==> src/rtl/ad9958_reg_writer.sv <==
// AD9958 register-write sequencer feeding the four-bit SPI shifter.
// Optional CSR channel-shadow prefix writes enabled by defining AD9958_CSR_SHADOW_EN.
module ad9958_reg_writer #(
  parameter int UPD_CYCLES  = 4,
  parameter int ACK_TIMEOUT = 64
) (
  input  logic        clock,
  input  logic        reset,
  input  logic        req_valid,
  output logic        req_ready,
  input  logic [4:0]  req_addr,
  input  logic [31:0] req_data,
  input  logic [3:0]  req_chan,
  input  logic        req_update,
  input  logic        four_bit_mode,
  output logic        spi_trigger,
  input  logic        spi_busy,
  output logic        spi_four_bit,
  output logic [5:0]  spi_bits_to_send,
  output logic [63:0] spi_data,
  output logic        io_update,
  output logic        done,
  output logic        err_bad_addr,
  output logic        err_timeout
);

  localparam int ACK_W = $clog2(ACK_TIMEOUT + 1);
  localparam int UPD_W = $clog2(UPD_CYCLES + 1);

  typedef enum logic [2:0] {
    S_IDLE,
    S_LOAD,
    S_TRIG,
    S_WAIT_ACK,
    S_WAIT_DONE,
    S_UPDATE,
    S_DONE
  } state_t;

  state_t           state;
  logic [4:0]       addr_q;
  logic [31:0]      data_q;
  logic             update_q;
  logic             four_bit_q;
  logic [ACK_W-1:0] ack_cnt;
  logic [UPD_W-1:0] upd_cnt;

`ifdef AD9958_CSR_SHADOW_EN
  logic [3:0] chan_q;
  logic [3:0] shadow;
  logic       shadow_valid;
  logic       csr_phase;
`else
  logic unused_chan;
  assign unused_chan = ^req_chan;
`endif

  function automatic logic [2:0] nbytes(input logic [4:0] a);
    case (a)
      5'h00:                      nbytes = 3'd1;
      5'h01, 5'h03, 5'h06:        nbytes = 3'd3;
      5'h02, 5'h05, 5'h07:        nbytes = 3'd2;
      default:                    nbytes = 3'd4;
    endcase
  endfunction

  // Instruction byte (write, address) followed by the register's significant data bytes.
  function automatic logic [63:0] build_word(input logic [4:0] a, input logic [31:0] d);
    logic [7:0] instr;
    instr = {3'b000, a};
    case (nbytes(a))
      3'd1:    build_word = {48'b0, instr, d[7:0]};
      3'd2:    build_word = {40'b0, instr, d[15:0]};
      3'd3:    build_word = {32'b0, instr, d[23:0]};
      default: build_word = {24'b0, instr, d};
    endcase
  endfunction

  assign req_ready = (state == S_IDLE);

  always_ff @(posedge clock) begin
    if (reset) begin
      state            <= S_IDLE;
      addr_q           <= '0;
      data_q           <= '0;
      update_q         <= 1'b0;
      four_bit_q       <= 1'b0;
      ack_cnt          <= '0;
      upd_cnt          <= '0;
      spi_trigger      <= 1'b0;
      spi_four_bit     <= 1'b0;
      spi_bits_to_send <= '0;
      spi_data         <= '0;
      io_update        <= 1'b0;
      done             <= 1'b0;
      err_bad_addr     <= 1'b0;
      err_timeout      <= 1'b0;
`ifdef AD9958_CSR_SHADOW_EN
      chan_q           <= '0;
      shadow           <= '0;
      shadow_valid     <= 1'b0;
      csr_phase        <= 1'b0;
`endif
    end else begin
      spi_trigger  <= 1'b0;
      done         <= 1'b0;
      err_bad_addr <= 1'b0;
      err_timeout  <= 1'b0;
      case (state)
        S_IDLE: begin
          if (req_valid) begin
            addr_q     <= req_addr;
            data_q     <= req_data;
            update_q   <= req_update;
            four_bit_q <= four_bit_mode;
            if (req_addr > 5'h18) begin
              err_bad_addr <= 1'b1;
            end else begin
              state <= S_LOAD;
`ifdef AD9958_CSR_SHADOW_EN
              chan_q    <= req_chan;
              csr_phase <= (req_addr >= 5'h03) && (!shadow_valid || (req_chan != shadow));
`endif
            end
          end
        end
        S_LOAD: begin
          spi_four_bit <= four_bit_q;
          state        <= S_TRIG;
`ifdef AD9958_CSR_SHADOW_EN
          if (csr_phase) begin
            spi_data         <= {48'b0, 8'h00, chan_q, 1'b0, four_bit_q, four_bit_q, 1'b0};
            spi_bits_to_send <= 6'd16;
          end else begin
            spi_data         <= build_word(addr_q, data_q);
            spi_bits_to_send <= {nbytes(addr_q) + 3'd1, 3'b000};
          end
`else
          spi_data         <= build_word(addr_q, data_q);
          spi_bits_to_send <= {nbytes(addr_q) + 3'd1, 3'b000};
`endif
        end
        // A still-busy shifter is a previous transfer finishing; wait without timing out.
        S_TRIG: begin
          if (!spi_busy) begin
            spi_trigger <= 1'b1;
            ack_cnt     <= '0;
            state       <= S_WAIT_ACK;
          end
        end
        S_WAIT_ACK: begin
          if (spi_busy) begin
            state <= S_WAIT_DONE;
          end else if (ack_cnt == ACK_W'(ACK_TIMEOUT - 1)) begin
            err_timeout <= 1'b1;
            state       <= S_IDLE;
`ifdef AD9958_CSR_SHADOW_EN
            shadow_valid <= 1'b0;
            csr_phase    <= 1'b0;
`endif
          end else begin
            ack_cnt <= ack_cnt + 1'b1;
          end
        end
        S_WAIT_DONE: begin
          if (!spi_busy) begin
`ifdef AD9958_CSR_SHADOW_EN
            if (csr_phase) begin
              shadow       <= chan_q;
              shadow_valid <= 1'b1;
              csr_phase    <= 1'b0;
              state        <= S_LOAD;
            end else begin
              if (addr_q == 5'h00) begin
                shadow       <= data_q[7:4];
                shadow_valid <= 1'b1;
              end
              if (update_q) begin
                io_update <= 1'b1;
                upd_cnt   <= '0;
                state     <= S_UPDATE;
              end else begin
                done  <= 1'b1;
                state <= S_DONE;
              end
            end
`else
            if (update_q) begin
              io_update <= 1'b1;
              upd_cnt   <= '0;
              state     <= S_UPDATE;
            end else begin
              done  <= 1'b1;
              state <= S_DONE;
            end
`endif
          end
        end
        S_UPDATE: begin
          if (upd_cnt == UPD_W'(UPD_CYCLES - 1)) begin
            io_update <= 1'b0;
            done      <= 1'b1;
            state     <= S_DONE;
          end else begin
            upd_cnt <= upd_cnt + 1'b1;
          end
        end
        S_DONE: begin
          state <= S_IDLE;
        end
        default: begin
          state <= S_IDLE;
        end
      endcase
    end
  end

endmodule

==> config.mk <==
export PLATFORM = sky130hd
export DESIGN_NAME = ad9958_reg_writer
export DESIGN_NICKNAME = d
export VERILOG_FILES = /design/src/rtl/ad9958_reg_writer.sv
export SDC_FILE = /design/constraint.sdc
export NUM_CORES = 1
export LEC_CHECK = 0
export ABC_AREA = 1
export BUFFER_PORTS_ARGS = -buffer_cell sky130_fd_sc_hd__buf_2
export CELL_PAD_IN_SITES_DETAIL_PLACEMENT = 1
export CELL_PAD_IN_SITES_GLOBAL_PLACEMENT = 1
export CORE_UTILIZATION = 37
export CTS_CLUSTER_SIZE = 24
export DETAILED_ROUTE_END_ITERATION = 10
export GPL_TIMING_DRIVEN = 0
export HOLD_SLACK_MARGIN = 0.05
export PLACE_DENSITY = 0.83
export SKIP_CTS_REPAIR_TIMING = 1
export SLEW_MARGIN = 40
export SYNTH_ARGS = -nofsm -noshare
export SYNTH_HDL_FRONTEND = slang
export SYNTH_SLANG_ARGS = --single-unit
export TNS_END_PERCENT = 30
==> constraint.sdc <==
create_clock -name clock -period 2 [get_ports clock]
set_input_delay 0.3 -clock clock [delete_from_list [all_inputs] [get_ports clock]]
set_output_delay 0.3 -clock clock [all_outputs]
set_load 0.1 [all_outputs]
==> impl_metrics.py <==
metrics = {
    "sta": {
        "hold_violations": 0,
        "final.period_utilization": 0.962,
        "final-max-slew-violation-count": 0,
        "slew_headroom": 0.596,
        "whs_ps": 221,
        "setup_violations": 0,
        "fin_crit_ps": 1920,
        "rsz0062_at_grt": "no",
        "worst_pin_slew_ps": 605,
        "fin_skew_ps": 3.34,
        "max_freq_mhz": 520,
    },
    "clock_network": {
        "cts_made_buffers": 9,
        "clock_latency_ps": 350,
        "htreeDepth": 3,
        "clock-sinks": 98,
        "cts_root_buf": "clkbuf_16",
        "clockBufferDepth": 2,
        "cts_tree": "built",
        "clk_pin_slew_ps": 70,
    },
    "job": {
        "drv_cap": 0,
    },
    "floorplanning": {
        "fp.dieArea_sq_um": 12000,
        "row_count": 38,
        "chipHeight_microns": 109,
        "die_x_microns": 109,
        "ios": 124,
        "initial_core_util": 0.386,
        "placeableCoreArea_sq_um": 11000,
    },
    "drt": {
        "drt_iter0_drc": 119,
        "post_drt_wl_per_cell_microns": 15.4,
        "wl_microns": 13000,
        "viasPerCell": 4.97,
        "drc": 0,
        "detail-route-antenna-nets": 0,
        "vias": 4186,
        "dr.pass1.iters": 4,
    },
    "worst_setup_path": {
        "reg2reg_slack_ps": 140,
        "crit_slowest_cell": "dfxtp_1",
        "slowest_delay_ps": 300,
        "crit_required_ps": 1700,
        "crit_chain": "buf_4 -> nor3_2 -> clkbuf_4 -> buf_6",
        "crit_buf_inv": 3,
        "crit_path_end_kind": "output port",
        "cp-start-kind": "flop",
        "cp_data_arrival_time_ps": 1620,
        "cp_max_fo": 10,
        "critical_path_class": "reg -> out",
        "crit_family": "buffers and inverters",
    },
    "place": {
        "dpl_cell_area_sq_um": 4990,
        "dp_hpwl_microns": 9590,
        "dp_cells": 827,
        "globalplace.congestion": 0.856,
        "io_buffers": 88,
    },
    "global_routing": {
        "grt_pass1_wl_microns": 20800,
        "grt_usage": 0.228,
        "grt_antenna_before_repair": 0,
        "grt_pass1_vias": 4253,
        "grt_overflow": 0,
        "grt_start_max_net_pins": 17,
    },
    "worst_hold_path": {
        "hold_class": "in -> reg",
    },
    "yosys": {
        "synth_cells": 570,
        "yosysWarnings": 0,
        "synth.lib_cells_used.distinct": 34,
        "synth_top_cell_area_share": 0.460,
        "syn_area_per_cell_sq_um": 7.48,
        "synthTopCellsByArea": "dfxtp_1 (46%), nand2_1 (11%), a21oi_1 (10%)",
        "synth.ff_latch_count": 98,
        "synth_area_sq_um": 4260,
        "ys_seq_area_frac": 0.460,
        "yosysTopAreaCell": "dfxtp_1",
    },
    "cells_and_area": {
        "fin_nets": 751,
        "layout_commonest_cell": "nand2_1",
        "post-route-cell-area_sq_um": 5330,
        "final_layout_size_suffix_gt1_frac": 0.243,
        "syn2layout_area_growth_pct": 25.1,
        "post-route-util": 0.483,
        "fin_cells": 843,
        "diodes": 0,
        "final_cell_mix": "nand2_1 (121), buf_2 (96), dfxtp_1 (95)",
    },
    "outcome": {
        "status": "finished clean",
    },
    "power_and_ir_drop": {
        "p_leak_uw": 0.00240,
        "peakVddDrop_v": 0.000885,
        "p_per_area_nw_per_um2": 1720,
    },
}
==> path summary, 6_finish.rpt <==
check | start | to | cells past startpoint
worst max register to register | addr_q[0] | spi_data[25] | 14
worst min register to register | data_q[11] | data_q[11] | 2
worst max-delay path | state[0] | req_ready | 4
worst min-delay path | req_data[14] | data_q[14] | 3
==> cells by family after synthesis <==
group | share of synthesized area
AO/OA/AOI/OAI | 0.166
AND/OR/NAND/NOR | 0.228
adder cells (fa/ha/maj) | 0.0176
XOR/XNOR | 0.00411
other | 0.000880
flip-flops | 0.460
buffers and inverters | 0.122
==> cell usage after synthesis <==
| cell type | count |
|---|---|
| clkbuf_2 | 2 |
| nor2_2 | 2 |
| nand4_1 | 4 |
| buf_4 | 35 |
| nor3_1 | 1 |
| nand3_1 | 53 |
| clkinv_1 | 1 |
| o21a_1 | 3 |
| xor2_1 | 2 |
| a21oi_1 | 88 |
| nand3_2 | 1 |
| inv_1 | 34 |
| or2_2 | 1 |
| o211ai_1 | 2 |
| o21bai_1 | 1 |
| nand3b_1 | 1 |
| conb_1 | 1 |
| nand2_1 | 124 |
| ha_1 | 6 |
| dfxtp_1 | 98 |
| buf_2 | 10 |
| o21ai_2 | 1 |
| a31oi_1 | 2 |
| nor3_2 | 1 |
| a21boi_0 | 3 |
| o21ai_1 | 3 |
| nand2_2 | 1 |
| nor2_4 | 2 |
| o21ai_0 | 33 |
| clkbuf_1 | 14 |
| inv_2 | 3 |
| nor2_1 | 35 |
| buf_1 | 1 |
| nor4_1 | 1 |
==> per-layer routing <==
layer / part of all wire / track usage / vias up
li1: - / - / 2068
met1: 0.43 / 0.278 / 1994
met2: 0.50 / 0.409 / 109
met3: 0.054 / 0.0273 / 15
met4: 0.017 / 0.0876 / 0
met5: 0 / 0 / -
==> through the flow <==
step                      setup slack (ps)  total power (uW)  setup TNS (ps)
after global placement                59.0              7110               0
after CTS                             -149              9120            -762
after global routing                  6.52              9630               0
after detailed placement             -52.8              7250            -256
final                                 75.8              9160               0
after floorplan                        458              6240               0
==> worst min-delay path: stages <==
cell and delay [ps]:
buf_2 100, nand3_1 60, a21oi_1 60
==> power by group <==
group	total, uW	switching, uW	internal (uW)
Combinational	4670	3720	943
Clock	1860	765	1100
Sequential	2630	246	2380
==> flip-flops by register name, summed over array words and instances, names as in the netlist <==
signal            count
done                  1
ack_cnt               7
spi_data             37
addr_q                5
update_q              1
io_update             1
spi_four_bit          1
spi_bits_to_send      3
data_q               32
state                 3
four_bit_q            1
spi_trigger           1
err_bad_addr          1
err_timeout           1
upd_cnt               3
==> area by class of cell <==
cell class	count	area (sq um)
fill	1428	5700
sequential	98	1970
multi-input combinational	401	1900
timing repair buffer	88	447
buffer	62	382
clock buffer	9	225
tap	140	175
inverter	38	143
clock inverter	7	92.6
Power figures use the tool's default switching activity.
